`src/rtl/rasterizer_backend.sv`:
```
// Triangle traversal back end: walks the bounding box row-major, one pixel per cycle,
// and emits (x, y, z) fragments for pixels inside all three edges, with output backpressure.
module rasterizer_backend #(
  parameter int DATAWIDTH = 12
) (
  input  logic                          clk,
  input  logic                          rstn,
  output logic                          ready,
  input  logic                          i_dv,
  input  logic signed [DATAWIDTH-1:0]   bb_tl [2],
  input  logic signed [DATAWIDTH-1:0]   bb_br [2],
  input  logic signed [2*DATAWIDTH-1:0] edge_val0,
  input  logic signed [2*DATAWIDTH-1:0] edge_val1,
  input  logic signed [2*DATAWIDTH-1:0] edge_val2,
  input  logic signed [DATAWIDTH-1:0]   edge_delta0 [2],
  input  logic signed [DATAWIDTH-1:0]   edge_delta1 [2],
  input  logic signed [DATAWIDTH-1:0]   edge_delta2 [2],
  input  logic signed [DATAWIDTH-1:0]   z_coeff,
  input  logic signed [DATAWIDTH-1:0]   z_coeff_delta [2],
  output logic signed [DATAWIDTH-1:0]   o_frag_x,
  output logic signed [DATAWIDTH-1:0]   o_frag_y,
  output logic        [DATAWIDTH-1:0]   o_frag_z,
  output logic                          o_frag_dv,
  input  logic                          i_frag_ready,
  output logic                          o_tri_done
);

  localparam int EW = 2 * DATAWIDTH;

  typedef enum logic [1:0] {IDLE, TRAVERSE, DONE} state_t;

  state_t                      state;
  logic signed [DATAWIDTH-1:0] tl_x, br_x, br_y, x, y;
  logic signed [DATAWIDTH-1:0] dx [3];
  logic signed [DATAWIDTH-1:0] dy [3];
  logic signed [DATAWIDTH-1:0] zdx, zdy;
  logic signed [EW-1:0]        e [3];
  logic signed [EW-1:0]        e_row [3];
  logic signed [EW-1:0]        z, z_row;
  logic                        inside_p0, stall;

  function automatic logic signed [EW-1:0] sext(input logic signed [DATAWIDTH-1:0] v);
    return {{DATAWIDTH{v[DATAWIDTH-1]}}, v};
  endfunction

  // Depth leaves the block as the raw low bits: wraps, never clamps.
  function automatic logic [DATAWIDTH-1:0] trunc_z(input logic signed [EW-1:0] v);
    return v[DATAWIDTH-1:0];
  endfunction

  always_comb begin
    inside_p0 = ~e[0][EW-1] & ~e[1][EW-1] & ~e[2][EW-1];
    stall     = o_frag_dv & ~i_frag_ready;
  end

  always_ff @(posedge clk) begin
    if (!rstn) begin
      state      <= IDLE;
      ready      <= 1'b1;
      o_tri_done <= 1'b0;
      o_frag_dv  <= 1'b0;
      o_frag_x   <= '0;
      o_frag_y   <= '0;
      o_frag_z   <= '0;
      tl_x       <= '0;
      br_x       <= '0;
      br_y       <= '0;
      x          <= '0;
      y          <= '0;
      zdx        <= '0;
      zdy        <= '0;
      z          <= '0;
      z_row      <= '0;
      for (int i = 0; i < 3; i++) begin
        dx[i]    <= '0;
        dy[i]    <= '0;
        e[i]     <= '0;
        e_row[i] <= '0;
      end
    end else begin
      case (state)
        // p0: capture the set-up triangle
        IDLE: begin
          if (i_dv) begin
            ready    <= 1'b0;
            tl_x     <= bb_tl[0];
            br_x     <= bb_br[0];
            br_y     <= bb_br[1];
            x        <= bb_tl[0];
            y        <= bb_tl[1];
            dx[0]    <= edge_delta0[0];
            dy[0]    <= edge_delta0[1];
            dx[1]    <= edge_delta1[0];
            dy[1]    <= edge_delta1[1];
            dx[2]    <= edge_delta2[0];
            dy[2]    <= edge_delta2[1];
            zdx      <= z_coeff_delta[0];
            zdy      <= z_coeff_delta[1];
            e[0]     <= edge_val0;
            e[1]     <= edge_val1;
            e[2]     <= edge_val2;
            e_row[0] <= edge_val0;
            e_row[1] <= edge_val1;
            e_row[2] <= edge_val2;
            z        <= sext(z_coeff);
            z_row    <= sext(z_coeff);
            if (bb_br[0] < bb_tl[0] || bb_br[1] < bb_tl[1]) begin
              state      <= DONE;
              o_tri_done <= 1'b1;
            end else begin
              state <= TRAVERSE;
            end
          end
        end
        // p1: evaluate current pixel into the fragment register, then step
        TRAVERSE: begin
          if (!stall) begin
            o_frag_dv <= inside_p0;
            if (inside_p0) begin
              o_frag_x <= x;
              o_frag_y <= y;
              o_frag_z <= trunc_z(z);
            end
            if (x < br_x) begin
              x <= x + DATAWIDTH'(1);
              for (int i = 0; i < 3; i++) e[i] <= e[i] + sext(dx[i]);
              z <= z + sext(zdx);
            end else if (y < br_y) begin
              x <= tl_x;
              y <= y + DATAWIDTH'(1);
              for (int i = 0; i < 3; i++) begin
                e_row[i] <= e_row[i] + sext(dy[i]);
                e[i]     <= e_row[i] + sext(dy[i]);
              end
              z_row <= z_row + sext(zdy);
              z     <= z_row + sext(zdy);
            end else begin
              state      <= DONE;
              // A last inside pixel is still pending; DONE waits for its acceptance.
              o_tri_done <= ~inside_p0;
            end
          end
        end
        // p2: drain the final fragment, pulse done, return to idle
        DONE: begin
          if (o_tri_done) begin
            o_tri_done <= 1'b0;
            ready      <= 1'b1;
            state      <= IDLE;
          end else if (!o_frag_dv || i_frag_ready) begin
            o_frag_dv  <= 1'b0;
            o_tri_done <= 1'b1;
          end
        end
        default: state <= IDLE;
      endcase
    end
  end

endmodule

```
`config.mk`:
```
export PLATFORM = sky130hd
export DESIGN_NAME = rasterizer_backend
export DESIGN_NICKNAME = d
export VERILOG_FILES = /design/src/rtl/rasterizer_backend.sv
export SDC_FILE = /design/constraint.sdc
export NUM_CORES = 1
export LEC_CHECK = 0
export CELL_PAD_IN_SITES_DETAIL_PLACEMENT = 1
export CELL_PAD_IN_SITES_GLOBAL_PLACEMENT = 1
export CORE_UTILIZATION = 40
export CTS_CLUSTER_DIAMETER = 30
export CTS_CLUSTER_SIZE = 10
export DETAILED_ROUTE_END_ITERATION = 16
export MAX_ROUTING_LAYER = met4
export PLACE_DENSITY = 0.84
export SYNTH_ARGS = -nofsm -noshare
export SYNTH_HDL_FRONTEND = slang
export SYNTH_SLANG_ARGS = --single-unit
```
`constraint.sdc`:
```
create_clock -name clk -period 11.1 [get_ports clk]
set_clock_uncertainty 0.05 [all_clocks]
set_input_delay 2.22 -clock clk [delete_from_list [all_inputs] [get_ports clk]]
set_output_delay 2.22 -clock clk [all_outputs]
set_load 0.01 [all_outputs]
```
==> results of run 1 <==
worst max-delay path, cell delays in order:
cell and delay (ps):
clkdlybuf4s50_1 450, buf_4 310, inv_2 40, buf_4 390
nor2_4 830, buf_4 540, buf_4 860, nand2_1 230
a22oi_1 250
registers in the layout (all words and copies together), names as in the netlist, 36 cells and up:
name	cells
e	72
dx	36
e_row	72
dy	36
cell usage in the layout, fill, tap and decap left out, types with 10 or more instances in the layout:
master,count
edfxtp_1,216
inv_1,74
a21boi_0,10
a31oi_1,22
o21a_1,29
xor2_1,59
dfxtp_1,149
o211ai_1,61
o21bai_1,14
bufinv_16,13
a21o_1,80
or3_1,14
clkbuf_16,98
nor3_1,43
nor2b_1,15
ha_1,209
and2_1,83
nand2_1,384
nand2b_1,20
mux2i_1,29
and3_1,20
a31o_2,10
clkbuf_1,12
nand3_1,65
nand4_1,13
xnor2_1,82
a211oi_1,40
a22o_1,45
a21oi_1,187
o31ai_1,12
nor2_1,140
a22oi_1,11
buf_4,16
o21ai_0,139
clkdlybuf4s50_1,270
clkinv_2,22
layer usage:
metal	track usage, %	vias to the layer above
li1	-	9978
met1	33.2	10906
met2	49.1	874
met3	5.28	264
met4	12.6	0
met5	-	-
report_power, final:
part | internal, mW | switching [mW]
logic | 1.21 | 2.10
clock network | 1.97 | 0.953
registers | 1.88 | 0.292
total | 5.06 | 3.35
layout make-up:
cell class	instances	area, um^2	share of cell area [%]
clock inverter	67	822	2.71
sequential	365	9470	31.2
multi-input combinational	1995	13400	44.2
inverter	76	288	0.948
tap	765	957	3.15
antenna	3	7.51	0.0247
timing repair buffer	286	2820	9.30
clock buffer	116	2580	8.50
path summary, 6_finish.rpt:
| kind | start | end | slack (ps) | cells past startpoint |
|---|---|---|---|---|
| worst min register to register | o_frag_x[5]$_SDFFE_PN0P_ | o_frag_x[5]$_SDFFE_PN0P_ | 400 | 2 |
| worst max-delay path | rstn | e[0][1]$_DFFE_PP_ | 5310 | 9 |
| worst max register to register | x[7]$_SDFFE_PN0P_ | e[0][64]$_DFFE_PP_ | 6280 | 8 |
| worst min-delay path | o_frag_x[5]$_SDFFE_PN0P_ | o_frag_x[5]$_SDFFE_PN0P_ | 400 | 2 |
through the flow:
step	hold slack (ps)	std cells	utilization, %
CTS	406	3670	52.4
floorplan	384	2545	-
global route	426	3673	52.4
global placement	397	3487	46.5
finish	403	3673	52.4
detailed placement	401	3487	46.5
cells by family (layout without fill, tap and decap cells):
logic type               count (synthesis)  in the layout
buffers and inverters                  185            545
flip-flops                             365            365
XOR/XNOR                               141            141
AND/OR/NAND/NOR                        828            828
multiplexers                            30             30
other                                    0              3
adder cells (fa/ha/maj)                218            218
AO/OA/AOI/OAI                          778            778
==> out/results.tsv, run 1 <==
stage	metric	value	unit
run_status	outcome	completed	
synthesis	synth_common_cells	nand2_1, edfxtp_1, ha_1, a21oi_1, dfxtp_1	
sta	rsz0062_at_grt	no	
clocking	cts_buffer_depth	3	
clocking	clock_latency	660	ps
synthesis	synth-seq-area-share	40.2	%
detailed_routing	antenna_left	0	
sta	setup_viol	0	
synthesis	yosysTopAreaCellShare	27.6	%
clocking	root_buffer	clkbuf_16	
sta	hold_violations	0	
synthesis	async_flop_share	0	%
job	drv_cap	0	
synthesis	synth_top_family_by_area	compound AO/OA/AOI/OAI gates	
synthesis	ys_ff_latch	365	
detailed_routing	drt-met1-wl	34.2	mm
grt	grt_pass1_vias	23944	
sta	period_needed	5790	ps
clocking	cts_resized	0	
floorplanning	fp.dieH	245	um
clocking	hold_buffers	0	
synthesis	synth_xor_area_share	5.25	%
synthesis	synth_edf_count	216	
sta	post-route-period-util	52.2	%
pwr	leakagePower	12.7	nW
place	dp_hpwl	56.3	mm
synthesis	yosysMostFrequentCell	nand2_1	
synthesis	synth.mux.area_fraction	1.28	%
critical_path	cp.required	11510	ps
grt	grt-ovfl-total	0	
synthesis	syn_inst	2545	
sta	tightest_slew	1400	ps
place	gp_congestion	0.936	
floorplanning	die_area	0.0598	mm^2
critical_path	critPathKind	input pin to flip-flop	
sta	fmax	173	MHz
pwr	peakVddDrop	286	uV
finish	nNetsFinal	3272	
worst_hold_path	hp-class	flip-flop to flip-flop	
detailed_routing	vias_per_cell	6.00	
critical_path	cp-end-kind	flip-flop	
critical_path	arrival	6200	ps
synthesis	yosys_warnings	0	
place	port_buffers	270	
pwr	fin_total_pwr	8.40	mW
place	pre_cts_slack	4720	ps
clocking	htreeDepth	3	
synthesis	avgSynthCellArea	9.25	um^2
synthesis	syn_area	0.0235	mm^2
floorplanning	core_area	0.0579	mm^2
critical_path	cp-start-kind	input pin	
synthesis	synthTopCellsByArea	edfxtp_1, dfxtp_1, ha_1, nand2_1, a21oi_1	
grt	grt_util_all_layers	28.9	%
clocking	clk_pin_slew_worst_paths	40	ps
detailed_routing	top_layer	met4	
detailed_routing	vias	22022	
clocking	post_cts_buffers	0	
pwr	powerDensity	277	mW/mm^2
synthesis	synth_fa_ha_area_share	11.8	%
synthesis	synth_nets	2995	
finish	area_growth	28.9	%
floorplanning	start_util	40.6	%
floorplanning	die_w	245	um
grt	antenna_found_initial	3	
grt	grt_pass1_wl	132	mm
clocking	cts_sinks	365	
synthesis	synth-simple-area-share	16.0	%
detailed_routing	wl_per_cell	23.2	um
detailed_routing	dr.pass1.iters	6	
floorplanning	rows	88	
detailed_routing	drt_iter0_markers	1573	
critical_path	worstPathMaxFanout	104	
clocking	cts_tree	yes	
sta	maxSlewViolCount	0	
synthesis	synth_area_leader_cell	edfxtp_1	
finish	drive_gt1_share	7.64	%
detailed_routing	dr_wl_met3	5.52	mm
clocking	cts_made_buffers	98	
place	dpl-instance-area	0.0269	mm^2
detailed_routing	dr_wl_met2	42.2	mm
finish	stdcell_area	0.0303	mm^2
detailed_routing	finalWirelength	85.3	mm
sta	relSlewSlack	6.46	%
floorplanning	num_io_pins	271	
finish	fillers	6473	
synthesis	synth_ff_type	edfxtp_1	
synthesis	synth_compound_area_share	22.3	%
detailed_routing	drc_errors	0	
grt	grt_start_max_net_pins	105	
sta	setup_tns	0	ps
sta	postLayoutSetupSlackWorst	5310	ps
synthesis	synth_cell_types	82	
Power figures use the tool's default switching activity.
==> inputs of run 2 (changes only) <==
Settings changed: PLACE_DENSITY 0.84 to 0.87.
Clock period 11.1 ns to 5.07 ns, I/O delays scaled along.
==> out/results.tsv, run 2 (synthesized netlist as in run 1, its figures left out) <==
stage	metric	value	unit	change
place	gp_congestion	0.936		about the same
sta	fmax	252	MHz	
clocking	cts_sinks	365		unchanged
critical_path	cp-end-kind	flip-flop		unchanged
floorplanning	num_io_pins	271		unchanged
sta	rsz0062_at_grt	no		unchanged
grt	grt_pass1_wl	136	mm	was 132 mm
finish	stdcell_area	0.0305	mm^2	was 0.0303 mm^2
worst_hold_path	whs_path_depth	2		unchanged
sta	setup_tns	0	ps	unchanged
detailed_routing	drc_errors	0		unchanged
sta	maxSlewViolCount	0		unchanged
critical_path	arrival	4290	ps	was 6200 ps
pwr	fin_total_pwr	18.4	mW	was 8.40 mW
critical_path	cp_slowest_cell	a211oi_1		was buf_4
sta	tightest_slew	1070	ps	was 1400 ps
critical_path	rrSetupSlack	1100	ps	was 6280 ps
pwr	leakagePower	12.8	nW	was 12.7 nW
place	dp_hpwl	59.0	mm	was 56.3 mm
critical_path	path_cells	ha_1, a21oi_1, o221ai_1, a211oi_1, nor2_4, buf_4, nor2_4, buf_4, o221ai_1		was clkdlybuf4s50_1, buf_4, inv_2, buf_4, nor2_4, buf_4, buf_4, nand2_1, a22oi_1
run_status	outcome	completed		unchanged
floorplanning	fp.dieH	245	um	unchanged
critical_path	worstPathMaxFanout	48		was 104
critical_path	critPathKind	flip-flop to flip-flop		was input pin to flip-flop
pwr	peakVddDrop	458	uV	was 286 uV
grt	grt_util_all_layers	29.8	%	was 28.9%
finish	final_common_cell	nand2_1		unchanged
clocking	cts_made_buffers	98		unchanged
floorplanning	rows	88		unchanged
finish	layout_common_cells	nand2_1, clkdlybuf4s50_1, edfxtp_1		unchanged
finish	drive_gt1_share	8.38	%	was 7.64%
sta	period_needed	3970	ps	
clocking	cts_resized	0		unchanged
pwr	internal-power	11.0	mW	was 5.06 mW
sta	hold_slack	407	ps	was 403 ps
finish	area_growth	29.6	%	was 28.9%
finish	fillers	6431		was 6473
detailed_routing	antenna_left	0		unchanged
floorplanning	die_w	245	um	unchanged
finish	reg_top3	e (72), e_row (72)		unchanged
grt	grt_start_max_net_pins	88		was 105
critical_path	cp.required	5400	ps	was 11510 ps
critical_path	cp-start-kind	flip-flop		was input pin
pwr	clock_power_share	34.8	%	was 34.7%
pwr	p_sw	7.37	mW	was 3.35 mW
sta	relSlewSlack	28.2	%	was 6.46%
clocking	hold_buffers	0		unchanged
detailed_routing	finalWirelength	87.4	mm	was 85.3 mm
detailed_routing	wl_per_cell	23.7	um	was 23.2 um
critical_path	reg2reg_to	e[0][15]$_DFFE_PP_		was e[0][64]$_DFFE_PP_
clocking	clock_latency	650	ps	was 660 ps
clocking	post_cts_buffers	0		unchanged
floorplanning	start_util	40.6	%	unchanged
pwr	seqPwrFrac	25.6	%	was 25.9%
critical_path	critPathTopFamily	compound AO/OA/AOI/OAI gates		was buffers and inverters
pwr	powerDensity	603	mW/mm^2	was 277 mW/mm^2
place	dpl-instance-area	0.0271	mm^2	was 0.0269 mm^2
worst_hold_path	hp-start	o_frag_x[6]$_SDFFE_PN0P_		was o_frag_x[5]$_SDFFE_PN0P_
detailed_routing	vias	22196		was 22022
grt	antenna_found_initial	2		was 3
critical_path	max_stage_delay	870	ps	was 860 ps
clocking	cts_buffer_depth	3		unchanged
grt	grt_pass1_vias	24063		was 23944
detailed_routing	drt_iter0_markers	1524		was 1573
finish	nNetsFinal	3287		was 3272
clocking	clk_pin_slew_worst_paths	50	ps	was 40 ps
pwr	switching_share	40.0	%	was 39.8%
critical_path	r2r_start	x[9]$_SDFFE_PN0P_		was x[7]$_SDFFE_PN0P_
worst_hold_path	hp-class	flip-flop to flip-flop		unchanged
job	drv_cap	0		unchanged
pwr	power_frac_comb	39.6	%	was 39.4%
sta	post-route-period-util	78.2	%	
clocking	root_buffer	clkbuf_16		unchanged
critical_path	path_buf_inv	2		was 6
clocking	cts_tree	yes		unchanged
worst_hold_path	worstHoldEndpoint	o_frag_x[6]$_SDFFE_PN0P_		was o_frag_x[5]$_SDFFE_PN0P_
sta	hold_violations	0		unchanged
grt	grt-ovfl-total	0		unchanged
detailed_routing	dr.pass1.iters	8		was 6
detailed_routing	vias_per_cell	6.02		was 6.00
floorplanning	core_area	0.0579	mm^2	unchanged
floorplanning	die_area	0.0598	mm^2	unchanged
clocking	htreeDepth	3		unchanged
place	port_buffers	270		unchanged
critical_path	reg2reg_depth	9		was 8
sta	setup_viol	0		unchanged
run 2: layout make-up:
cell class | instances | area [um^2] | area share, %
inverter | 76 | 288 | 0.943
timing repair buffer | 301 | 2990 | 9.78
clock buffer | 111 | 2580 | 8.47
multi-input combinational | 1995 | 13400 | 43.9
tap | 765 | 957 | 3.14
clock inverter | 74 | 827 | 2.71
sequential | 365 | 9470 | 31.0
antenna | 2 | 5.00 | 0.0164
run 2: layer usage:
layer / vias up / GRT usage, % / part of all wire, %
li1: 10020 / - / -
met5: - / - / 0
met1: 10933 / 33.3 / 39
met2: 964 / 50.8 / 50
met3: 279 / 5.67 / 6.9
met4: 0 / 14.2 / 4.5
run 2: tightest hold or removal path: cells and delay by family (launching register included):
kind            cells  cell delay, ps
simple gates        1              50
flops               1             300
compound gates      1              50
run 2: worst max-delay path by stage:
stage / endpoint / cells after the start / from / slack (ps)
global placement: o_tri_done$_SDFFE_PN0P_ / 11 / bb_tl[17] / 1260
floorplan: e_row[0][0]$_DFFE_PP_ / 8 / i_frag_ready / 780
detailed placement: e[0][10]$_DFFE_PP_ / 9 / x[9]$_SDFFE_PN0P_ / 1040
global route: x[0]$_SDFFE_PN0P_ / 11 / x[9]$_SDFFE_PN0P_ / 830
finish: e[0][15]$_DFFE_PP_ / 9 / x[9]$_SDFFE_PN0P_ / 1100
CTS: e[0][15]$_DFFE_PP_ / 9 / x[9]$_SDFFE_PN0P_ / 1040
run 2: power by group through the flow:
| stage | combinational (mW) | sequential [mW] | clock (mW) |
|---|---|---|---|
| floorplan | 5.00 | 4.51 | 0 |
| global placement | 6.50 | 4.68 | 0 |
| detailed placement | 6.95 | 4.71 | 0 |
| CTS | 7.20 | 4.69 | 6.45 |
| global route | 7.88 | 4.78 | 6.61 |
| finish | 7.29 | 4.71 | 6.41 |
run 2: stage by stage:
| step | std cells | setup WS (ps) | utilization, % |
|---|---|---|---|
| 2_1_floorplan | 2545 | 783 | - |
| 3_3_place_gp | 3502 | 1260 | 46.8 |
| 3_5_place_dp | 3502 | 1040 | 46.8 |
| 4_1_cts | 3687 | 1040 | 52.7 |
| 5_1_grt | 3689 | 832 | 52.7 |
| 6_report | 3689 | 1100 | 52.7 |
==> inputs of run 3 (changes only) <==
Clock period 5.07 ns to 3.48 ns, I/O delays scaled along.
==> out/results.tsv, run 3 (synthesized netlist as in run 1, its figures left out) <==
stage	metric	value	unit	change
clocking	root_buffer	clkbuf_16		unchanged
pwr	clock_power_share	35.6	%	was 34.8%
sta	hold_violations	0		unchanged
detailed_routing	dr.pass1.iters	7		was 8
sta	relSlewSlack	37.8	%	was 28.2%
floorplanning	fp.dieH	245	um	unchanged
sta	rsz0062_at_grt	yes		was no
clocking	htreeDepth	3		unchanged
pwr	seqPwrFrac	24.7	%	was 25.6%
grt	grt_pass1_wl	135	mm	was 136 mm
floorplanning	die_area	0.0598	mm^2	unchanged
clocking	cts_resized	0		unchanged
place	dp_hpwl	58.2	mm	was 59.0 mm
floorplanning	num_io_pins	271		unchanged
finish	stdcell_area	0.0310	mm^2	was 0.0305 mm^2
sta	postLayoutSetupSlackWorst	60.3	ps	was 1100 ps
pwr	leakagePower	13.0	nW	was 12.8 nW
pwr	p_sw	10.5	mW	was 7.37 mW
sta	setup_viol	0		unchanged
sta	maxSlewViolCount	0		unchanged
pwr	peakVddDrop	509	uV	was 458 uV
clocking	clock_latency	650	ps	about the same
critical_path	cp-start-kind	flip-flop		unchanged
floorplanning	die_w	245	um	unchanged
sta	post-route-period-util	98.3	%	was 78.2%
pwr	internal-power	17.0	mW	was 11.0 mW
finish	finalCoreUtilization	53.5	%	was 52.7%
critical_path	arrival	3760	ps	was 4290 ps
detailed_routing	vias	22220		was 22196
pwr	switching_share	38.3	%	was 40.0%
sta	hold_slack	409	ps	was 407 ps
pwr	power_frac_comb	39.7	%	was 39.6%
sta	tightest_slew	930	ps	was 1070 ps
sta	fmax	292	MHz	was 252 MHz
critical_path	cp-end-kind	flip-flop		unchanged
place	gp_congestion	0.904		was 0.936
finish	reg_top3	e (72), e_row (72)		unchanged
place	dpl-instance-area	0.0274	mm^2	was 0.0271 mm^2
floorplanning	start_util	40.6	%	unchanged
finish	final_common_cell	nand2_1		unchanged
finish	layout_common_cells	nand2_1, clkdlybuf4s50_1, edfxtp_1		unchanged
detailed_routing	finalWirelength	86.3	mm	was 87.4 mm
place	pre_cts_slack	-114	ps	was 1040 ps
critical_path	worstPathMaxFanout	3		was 48
clocking	hold_buffers	0		unchanged
detailed_routing	drt_iter0_markers	1450		was 1524
place	port_buffers	270		unchanged
clocking	cts_made_buffers	98		unchanged
worst_hold_path	hp-class	flip-flop to flip-flop		unchanged
critical_path	cp.required	3820	ps	was 5400 ps
grt	grt_start_max_net_pins	145		was 88
critical_path	critPathKind	flip-flop to flip-flop		unchanged
job	drv_cap	0		unchanged
clocking	cts_buffer_depth	3		unchanged
grt	grt-ovfl-total	0		unchanged
detailed_routing	wl_per_cell	23.2	um	was 23.7 um
pwr	powerDensity	887	mW/mm^2	was 603 mW/mm^2
run_status	outcome	completed		unchanged
clocking	cts_tree	yes		unchanged
finish	area_growth	31.7	%	was 29.6%
clocking	clk_pin_slew_worst_paths	50	ps	about the same
detailed_routing	antenna_left	0		unchanged
clocking	post_cts_buffers	0		unchanged
grt	antenna_found_initial	5		was 2
floorplanning	core_area	0.0579	mm^2	unchanged
grt	grt_util_all_layers	29.3	%	was 29.8%
clocking	cts_sinks	365		unchanged
floorplanning	rows	88		unchanged
finish	drive_gt1_share	9.15	%	was 8.38%
sta	period_needed	3420	ps	was 3970 ps
finish	nNetsFinal	3318		was 3287
grt	grt_pass1_vias	24240		was 24063
detailed_routing	drc_errors	0		unchanged
detailed_routing	vias_per_cell	5.97		was 6.02
==> run 3: cell type report <==
cell class / instances / area, um^2
Tap cell: 765 / 957
Clock buffer: 121 / 2640
Multi-Input combinational cell: 1995 / 13400
Timing Repair Buffer: 332 / 3320
Inverter: 76 / 288
Antenna cell: 6 / 15.0
Fill cell: 6416 / 26900
Clock inverter: 61 / 890
Sequential cell: 365 / 9470
==> run 3: through the flow <==
| stage | power [mW] | TNS (ps) | cells |
|---|---|---|---|
| 6_report | 27.5 | 0 | 3721 |
| 5_1_grt | 28.8 | -10.7 | 3721 |
| 4_1_cts | 27.4 | 0 | 3715 |
| 3_5_place_dp | 17.2 | -114 | 3533 |
| 3_3_place_gp | 16.6 | 0 | 3533 |
| 2_1_floorplan | 13.8 | 0 | 2545 |
==> run 3: worst paths after layout <==
path         slack [ps]                  endpoint  depth (start not counted)                     start
max                  60        e[0][22]$_DFFE_PP_                         11         e[0][0]$_DFFE_PP_
min                 410  o_frag_x[3]$_SDFFE_PN0P_                          2  o_frag_x[3]$_SDFFE_PN0P_
max reg2reg          60        e[0][22]$_DFFE_PP_                         11         e[0][0]$_DFFE_PP_
min reg2reg         410  o_frag_x[3]$_SDFFE_PN0P_                          2  o_frag_x[3]$_SDFFE_PN0P_
==> run 3: power groups by stage <==
stage | Clock, mW | Combinational, mW | Sequential (mW)
after floorplan | 0 | 7.29 | 6.55
after global placement | 0 | 9.84 | 6.74
after detailed placement | 0 | 10.4 | 6.78
after CTS | 9.85 | 10.8 | 6.77
after global routing | 10.1 | 11.8 | 6.88
final | 9.79 | 10.9 | 6.79
==> run 3: worst max-delay path, stage by stage (launching register included) <==
cell       delay [ps]
edfxtp_1          390
ha_1              280
fa_1              420
a21oi_1           240
a2bb2oi_1         310
a21oi_1           170
a211oi_1          320
buf_4             200
o211ai_1           80
o21ai_0           190
mux2i_1           200
a221o_1           310
==> run 3: routing by layer <==
metal / up-vias / routed length (um) / global-route usage [%]
li1: 10072 / - / -
met1: 11078 / 34600 / 33.6
met2: 847 / 43200 / 50.3
met3: 223 / 5420 / 5.21
met4: 0 / 3040 / 12.0
met5: - / 0 / -
